--- src/rtl/mdio_pkg.sv ---
// rtl/mdio_pkg.sv - shared types, field positions and phase lengths for the MDIO master
package mdio_pkg;

  typedef enum logic [2:0] {IDLE, PRE, HDR, WR, TA_RD, RD, END} state_t;

  localparam logic [1:0] OP_READ  = 2'b10;
  localparam logic [1:0] OP_WRITE = 2'b01;

  // t_data field positions
  localparam int ST_MSB    = 31;
  localparam int OP_MSB    = 29;
  localparam int OP_LSB    = 28;
  localparam int PHYAD_MSB = 27;
  localparam int REGAD_MSB = 22;
  localparam int TA_MSB    = 17;
  localparam int DATA_MSB  = 15;

  // bit periods per frame phase
  localparam int HDR_BITS = 14;
  localparam int WR_BITS  = 18;
  localparam int RD_BITS  = 16;
  localparam int TA_BITS  = 2;

  // last bit index of a phase, in bit counter width
  function automatic logic [5:0] last_idx(input int n);
    return 6'(n - 1);
  endfunction

endpackage

--- src/rtl/mdc_gen.sv ---
// rtl/mdc_gen.sv - MDC divider with period-start and sample-point strobes
module mdc_gen #(
  parameter int DIV = 1
) (
  input  logic clk,
  input  logic rst_n,
  input  logic en,
  output logic mdc,
  output logic fall_stb,
  output logic rise_stb
);

  localparam int CW = $clog2(DIV) + 1;

  logic [CW-1:0] cnt;
  logic          half_end;

  // last clk of a half period: the next edge toggles mdc
  assign half_end = en && (cnt == CW'(DIV - 1));
  assign rise_stb = half_end && !mdc;
  assign fall_stb = half_end && mdc;

  // half-period counter; disabled generator parks mdc low at phase start
  always_ff @(posedge clk or negedge rst_n) begin
    if (!rst_n) begin
      cnt <= '0;
      mdc <= 1'b0;
    end else if (!en) begin
      cnt <= '0;
      mdc <= 1'b0;
    end else if (half_end) begin
      cnt <= '0;
      mdc <= ~mdc;
    end else begin
      cnt <= cnt + 1'b1;
    end
  end

endmodule

--- src/rtl/mdio_controller.sv ---
// rtl/mdio_controller.sv - Clause-22 MDIO station master: preamble, frame shift-out, read capture
module mdio_controller import mdio_pkg::*; #(
  parameter int DIV     = 1,
  parameter int PRE_LEN = 32
) (
  input  logic        clk,
  input  logic        reset,
  input  logic        mdio_start,
  input  logic [31:0] t_data,
  input  logic        mdio_in,
  output logic        mdc,
  output logic        mdio_out,
  output logic        mdio_oe,
  output logic [15:0] rd_data,
  output logic        data_rdy,
  output logic        busy
);

  state_t      state, state_n;
  logic [5:0]  bit_cnt;
  logic [5:0]  last;
  logic [31:0] frame;
  logic        is_read;
  logic [15:0] rd_shift;
  logic        active;
  logic        fall_stb;
  logic        rise_stb;
  logic        done;

  // MDC runs only while a frame is on the wire
  assign active = (state != IDLE) && (state != END);
  assign busy   = active;

  mdc_gen #(.DIV(DIV)) u_mdc_gen (
    .clk      (clk),
    .rst_n    (reset),
    .en       (active),
    .mdc      (mdc),
    .fall_stb (fall_stb),
    .rise_stb (rise_stb)
  );

  // phase length lookup and end-of-phase detect at a period boundary
  always_comb begin
    last = '0;
    case (state)
      PRE:     last = last_idx(PRE_LEN);
      HDR:     last = last_idx(HDR_BITS);
      WR:      last = last_idx(WR_BITS);
      TA_RD:   last = last_idx(TA_BITS);
      RD:      last = last_idx(RD_BITS);
      default: last = '0;
    endcase
    done = fall_stb && (bit_cnt == last);
  end

  // next state and pad/handshake outputs
  always_comb begin
    state_n  = state;
    mdio_oe  = 1'b0;
    mdio_out = 1'b0;
    data_rdy = 1'b0;
    case (state)
      IDLE:  if (mdio_start) state_n = PRE;
      PRE: begin
        mdio_oe  = 1'b1;
        mdio_out = 1'b1;
        if (done) state_n = HDR;
      end
      HDR: begin
        mdio_oe  = 1'b1;
        mdio_out = frame[31];
        if (done) state_n = is_read ? TA_RD : WR;
      end
      WR: begin
        mdio_oe  = 1'b1;
        mdio_out = frame[31];
        if (done) state_n = END;
      end
      TA_RD: if (done) state_n = RD;
      RD:    if (done) state_n = END;
      END: begin
        data_rdy = is_read;
        state_n  = IDLE;
      end
      default: state_n = IDLE;
    endcase
  end

  // state, frame shifter, bit counter and read capture
  always_ff @(posedge clk or negedge reset) begin
    if (!reset) begin
      state    <= IDLE;
      bit_cnt  <= '0;
      frame    <= '0;
      is_read  <= 1'b0;
      rd_shift <= '0;
      rd_data  <= '0;
    end else begin
      state <= state_n;
      if (state == IDLE && mdio_start) begin
        frame   <= t_data;
        is_read <= (t_data[OP_MSB:OP_LSB] == OP_READ);
        bit_cnt <= '0;
      end
      if (fall_stb) begin
        bit_cnt <= (state_n != state) ? 6'd0 : bit_cnt + 6'd1;
        if (state == HDR || state == WR) frame <= {frame[30:0], 1'b0};
      end
      if (rise_stb && state == RD) rd_shift <= {rd_shift[14:0], mdio_in};
      if (state == RD && state_n == END) rd_data <= rd_shift;
    end
  end

endmodule

--- config.mk ---
export PLATFORM = sky130hd
export DESIGN_NAME = mdio_controller
export DESIGN_NICKNAME = d
export VERILOG_FILES = /design/src/rtl/mdio_pkg.sv /design/src/rtl/mdc_gen.sv /design/src/rtl/mdio_controller.sv
export SDC_FILE = /design/constraint.sdc
export NUM_CORES = 1
export LEC_CHECK = 0
export ABC_AREA = 1
export BUFFER_PORTS_ARGS = -buffer_cell sky130_fd_sc_hd__buf_2
export CAP_MARGIN = 20
export CORE_MARGIN = 1.5
export CORE_UTILIZATION = 50
export CTS_BUF_LIST = sky130_fd_sc_hd__clkbuf_4 sky130_fd_sc_hd__clkbuf_8
export CTS_CLUSTER_DIAMETER = 60
export DETAILED_ROUTE_END_ITERATION = 7
export PLACE_DENSITY = 0.71
export SLEW_MARGIN = 15
export SYNTH_ARGS = -nofsm -noshare
export SYNTH_HDL_FRONTEND = slang
export SYNTH_HIERARCHICAL = 1
export SYNTH_SLANG_ARGS = --single-unit
export TNS_END_PERCENT = 50
--- constraint.sdc ---
create_clock -name clk -period 5.9 [get_ports clk]
set_input_delay 0.295 -clock clk [delete_from_list [all_inputs] [get_ports clk]]
set_output_delay 0.295 -clock clk [all_outputs]
set_load 0.01 [all_outputs]
# Word-level counts from Yosys, hierarchy flattened
# Index checks and enable logic that the tools add are counted.
[classes]
n_shift = 0
magnitude_cmp = 0
n_addsub = 2
n_mux = 21
mul = 0
reduce_logical = 16
n_eq_ne = 12
div = 0
bitwise_logic = 2
[op_table]
columns = ["operator", "n"]
rows = [
  ["$mux W32", 3],
  ["$pmux W5 S5", 1],
  ["$mux W3", 6],
  ["$mux W6", 3],
  ["$pmux W3 S5", 1],
  ["$eq A3 B3 Y1 const B", 4],
  ["$logic_and A1 B1 Y1", 8],
  ["$add A6 B1 Y6 const B", 1],
  ["$eq A3 B2 Y1 const B", 2],
  ["$eq A6 B6 Y1", 1],
  ["$mux W1", 6],
  ["$reduce_or A2 Y1", 2],
  ["$eq A3 B1 Y1 const B", 1],
  ["$logic_not A3 Y1", 1],
  ["$ne A3 B3 Y1", 1],
  ["$ne A3 B3 Y1 const B", 1],
  ["$reduce_bool A3 Y1", 1],
  ["$reduce_or A3 Y1", 1],
  ["$eq A2 B2 Y1 const B", 1],
  ["$ne A2 B2 Y1 const B", 1],
  ["$not A1 Y1", 2],
  ["$pmux W1 S2", 1],
  ["$reduce_bool A2 Y1", 1],
  ["$add A1 B1 Y1 const B", 1],
  ["other kinds (2)", 2],
]
[word_totals]
ff_bits = 76
ramBits = 0
output_inout_bits = 21
in_bits = 36
word_cells = 61
latch_bits = 0
memories = 0
rom_bits = 0

# Longest topological paths before layout
[logic_depth]
depth_word = 10
depth_mapped = 19
ltp_nobuf = 18

# Hierarchy
# Netlist, hierarchy kept.
[by_module_without_submodules]
columns = ["mod", "cells_per_inst", "n_inst", "seq_area_each_um2", "area_each_um2"]
rows = [
  ["mdio_controller", 394, 1, 1851.8, 3558.4],
  ["mdc_gen", 11, 1, 50.0, 86.3],
]

# Worst setup path before layout
# OpenSTA, ideal clock, no wires.
[synth_path]
path_kind = "reg2reg"
from = "register state[1]"
to = "register rd_data[0]"
path_stages_with_launch = 17
synth_period_minus_slack_ns = 2.446
t_arrival_ns = 2.327
n_path_buf = 1
setup_slack_ns = 3.454
setup_ns = 0.119
required_ns = 5.781
cell_sequence = "dfrtp_1 -> nand2_1 -> inv_1 -> a21oi_1 -> nand2_1 -> nor2_1 -> inv_2 -> nor2_1 -> nand2_1 -> nor2_4 -> nand3_4 -> nand2_2 -> a21boi_4 -> nand2_4 -> buf_6 -> nor2_2 -> a21oi_2"
[synth_between]
elab_chain_len = 9
[synth_lines]
columns = ["element", "line", "text"]
rows = [
  ["start: declaration", "mdio_controller.sv:19", "state_t state, state_n;"],
  ["start signal: assignment", "mdio_controller.sv:100", "state <= state_n;"],
  ["$ne A3 B3 Y1 / $reduce_bool A3 Y1 (equally long branches)", "mdio_controller.sv:31", "assign active = (state != IDLE) && (state != END);"],
  ["$logic_and A1 B1 Y1 *", "mdio_controller.sv:31", ""],
  ["named net busy", "mdio_controller.sv:16", "output logic busy"],
  ["$logic_and A1 B1 Y1 *", "mdc_gen.sv:19", "assign half_end = en && (cnt == CW'(DIV - 1));"],
  ["$logic_and A1 B1 Y1 *", "mdc_gen.sv:21", "assign fall_stb = half_end && mdc;"],
  ["named net fall_stb", "mdio_controller.sv:26", "logic fall_stb;"],
  ["$logic_and A1 B1 Y1 *", "mdio_controller.sv:54", "done = fall_stb && (bit_cnt == last);"],
  ["$mux W3, on equally long branches", "--", ""],
  ["$pmux W3 S5 *", "mdio_controller.sv:63", "case (state)"],
  ["named net state_n[1]", "mdio_controller.sv:19", ""],
  ["$eq A3 B3 Y1 *", "mdio_controller.sv:111", "if (state == RD && state_n == END) rd_data <= rd_shift;"],
  ["$logic_and A1 B1 Y1 *", "mdio_controller.sv:111", ""],
  ["end signal: assignment", "mdio_controller.sv:111", ""],
  ["end: declaration", "mdio_controller.sv:14", "output logic [15:0] rd_data,"],
]
# The timed path passes the listed nets; every way through them passes the cells marked *.
# A chain may end at the register's enable or synchronous reset.

# Worst setup path in the final report
[layout_path]
from = "register state[0]"
to = "register rd_data[4]"
[layout_between]
elab_chain_len = 9
[layout_lines]
columns = ["element", "line"]
rows = [
  ["$ne A3 B3 Y1 / $reduce_bool A3 Y1 (equally long branches)", "mdio_controller.sv:31"],
  ["$logic_and A1 B1 Y1 *", "mdio_controller.sv:31"],
  ["$logic_and A1 B1 Y1 *", "mdc_gen.sv:19"],
  ["$logic_and A1 B1 Y1 *", "mdc_gen.sv:21"],
  ["named net fall_stb", "mdio_controller.sv:26"],
  ["$logic_and A1 B1 Y1 *", "mdio_controller.sv:54"],
  ["$mux W3, on equally long branches", "--"],
  ["$pmux W3 S5 *", "mdio_controller.sv:63"],
  ["named net state_n[1]", "mdio_controller.sv:19"],
  ["$eq A3 B3 Y1 *", "mdio_controller.sv:111"],
  ["$logic_and A1 B1 Y1 *", "mdio_controller.sv:111"],
]
# Marks and branches as above.

==> flow_metrics.tcl <==
set metrics [dict create \
    status "completed" \
    synth.most_common_cell "dfrtp_1" \
    synth-seq-cells 76 \
    async_flop_share 1.000 \
    cts_max_level 3 \
    cts_resized 0 \
    cts_max_path_buffers 2 \
    n_antenna_cell 0 \
    syn-num-nets 442 \
    fin_crit_ns 2.832 \
    fin_tns_setup_ns 0 \
    power_density_nw_per_um2 259.6 \
    syn_area_per_cell_um2 8.999 \
    start_util 0.5277 \
    reg2reg_slack_ns 3.07 \
    drv_slew 0 \
    rsz0062_at_grt "false" \
    worstMarginPinSlew_ns 0.9398 \
    ys_seq_area_frac 0.5218 \
    synthCells 405 \
    synth_commonest_cells "76 x dfrtp_1, 65 x inv_1, 65 x o21ai_0" \
    drt_iter0_markers 90 \
    viasPerCell 5.013 \
    cp_max_fo 32 \
    use_met3 0.04011 \
    cts_tree "yes" \
    synth-edff-count 0 \
    drt-wirelength-per-cell_um 12.06 \
    synth_top_area_frac 0.5218 \
    syn_to_final_growth_pct 15.14 \
    fin_crit_sh 0.4799 \
    grt_pass1_vias 2542 \
    grt_pass1_wl_um 11220 \
    chipWidth_um 88.38 \
    drive_above_1_share 0.2944 \
    numCtsBuffers 9 \
    path_clk_slew_ns 0.08 \
    cp.required_ns 6.12 \
    antenna_found_initial 0 \
    synth.distinct_cells 30 \
    cp.arrival_ns 3.05 \
    min_path_type "primary input to asynchronous set/reset pin" \
    root_buffer "clkbuf_8" \
    grtUsageMet1 0.2424 \
    relSlewSlack 0.3735 \
    power.total_mw 1.089 \
    synth_flop_cell "dfrtp_1" \
    setup_viol 0 \
    postCtsHoldBufs 0 \
    ys_top_cells_by_area "dfrtp_1 52%, o21ai_0 8.9%, inv_1 6.7%" \
    synth_warnings 6 \
    wl_um 6732 \
    grt_busiest_layer "met2" \
    fillers 618 \
    dr.pass1.iters 4 \
    multi_input_area_um2 1385 \
    ios 57 \
    num-nets-final 494 \
    final_hold_viol_count 0 \
    core_area_um2 6907 \
    criticalPathCategory "register to register" \
    post-synth-top-area-cell "dfrtp_1" \
    cp-start-kind "register" \
    crit_path_end_kind "register" \
    vias 2797 \
    finClkSkew_ns 0.009465 \
    cts_sinks 76 \
    routabilityCongestion 0.9070 \
    final_util 0.6076 \
    grt_max_degree 77 \
    fmax_ghz 0.3532 \
    leakage_nw 2.203 \
    clk_latency_ns 0.35 \
    drv_cap 0 \
    syn_area_um2 3645 \
    ff_latch_area_um2 1902 \
    core.rowCount 30 \
    drc 0 \
    grt_usage 0.1848 \
    dpl.hpwl_um 4457 \
    cts_setup_buffers 0 \
    die_height_um 88.38 \
    overflow 0 \
    antenna_left 0 \
    reg2reg_depth 16 \
    dieArea_um2 7811 \
    vdd_ir_drop_max_uv 136.4 \
    io_buffer_count 56 \
    met2_usage 0.2984 \
]
-- worst paths after layout --
path / endpoint / startpoint
min reg2reg: rd_data[5]$_DFFE_PN0P_ / rd_data[5]$_DFFE_PN0P_
min: rd_data[2]$_DFFE_PN0P_ / reset
max: rd_data[4]$_DFFE_PN0P_ / state[0]$_DFF_PN0_
max reg2reg: rd_data[4]$_DFFE_PN0P_ / state[0]$_DFF_PN0_
max in group asynchronous: frame[16]$_DFF_PN0_ / reset
min in group clk: is_read$_DFFE_PN0P_ / t_data[28]
-- state kept, by name, summed over array words and instances, names as in the netlist --
register	count
frame	32
rd_data	16
rd_shift	16
bit_cnt	6
state	3
is_read	1
u_mdc_gen/cnt	1
u_mdc_gen/mdc	1
-- cells by family after synthesis --
group                    count (synthesis)  synth area share
AND/OR/NAND/NOR                        103            0.1383
XOR/XNOR                                 2          0.004807
adder cells (fa/ha/maj)                  1          0.003432
AO/OA/AOI/OAI                          121            0.1885
other                                    1          0.001029
multiplexers                            14           0.04325
buffers and inverters                   87           0.09887
flip-flops                              76            0.5218
-- stage by stage --
step / std cells / setup slack (ns) / hold slack (ns) / instance area (um^2)
5_1_grt: 558 / 2.846 / 0.1342 / 4197
6_report: 558 / 3.068 / 0.09314 / 4197
2_1_floorplan: 405 / 3.454 / -0.0005911 / 3645
3_5_place_dp: 542 / 3.107 / 0.4967 / 3968
3_3_place_gp: 542 / 3.189 / 0.4875 / 3968
4_1_cts: 558 / 3.081 / 0.1270 / 4197
-- critical path: stages (launching register included) --
cell and delay (ns):
dfrtp_1 0.54, nor2_2 0.07, nand2_1 0.10, inv_1 0.07, a21oi_1 0.25, nand2_1 0.09
nor2_1 0.20, inv_2 0.11, nor2_1 0.10, nand2_1 0.09, nor2_4 0.14, nand3_4 0.10
nand2_2 0.08, a21boi_4 0.20, nand2_4 0.29, nor2_1 0.24, a21oi_2 0.04
-- metal layers --
layer	part of all wire	wire length, um
met5	0	0
met4	0.018	123
met1	0.48	3252
met3	0.043	292
met2	0.45	3063
-- power by group --
group          internal, mW  total [mW]  switching (mW)
Clock                 0.245       0.452           0.207
Combinational        0.0342      0.0849          0.0506
Sequential            0.534       0.553          0.0186
Total                 0.813        1.09           0.276
-- layout by cell type, fill, tap and decap left out, drive strengths merged --
cell      instances
a21boi            1
a21oi            50
buf              58
bufinv            2
clkbuf            9
clkinv            1
clkinvlp          1
conb              1
dfrtp            76
ha                1
inv              73
mux2             14
nand2            46
nand3            15
nand4             2
nor2             34
nor3              4
nor3b             1
o211ai            1
o21ai            65
o22ai             4
or2               1
xnor2             1
xor2              1
-- cell type report --
class,count,share of cell area
Sequential cell,76,0.4532
Multi-Input combinational cell,242,0.3301
Timing Repair Buffer,58,0.07096
Inverter,70,0.06261
Clock buffer,9,0.02952
Tap cell,96,0.02862
Clock inverter,7,0.02504
Power figures use the tool's default switching activity.
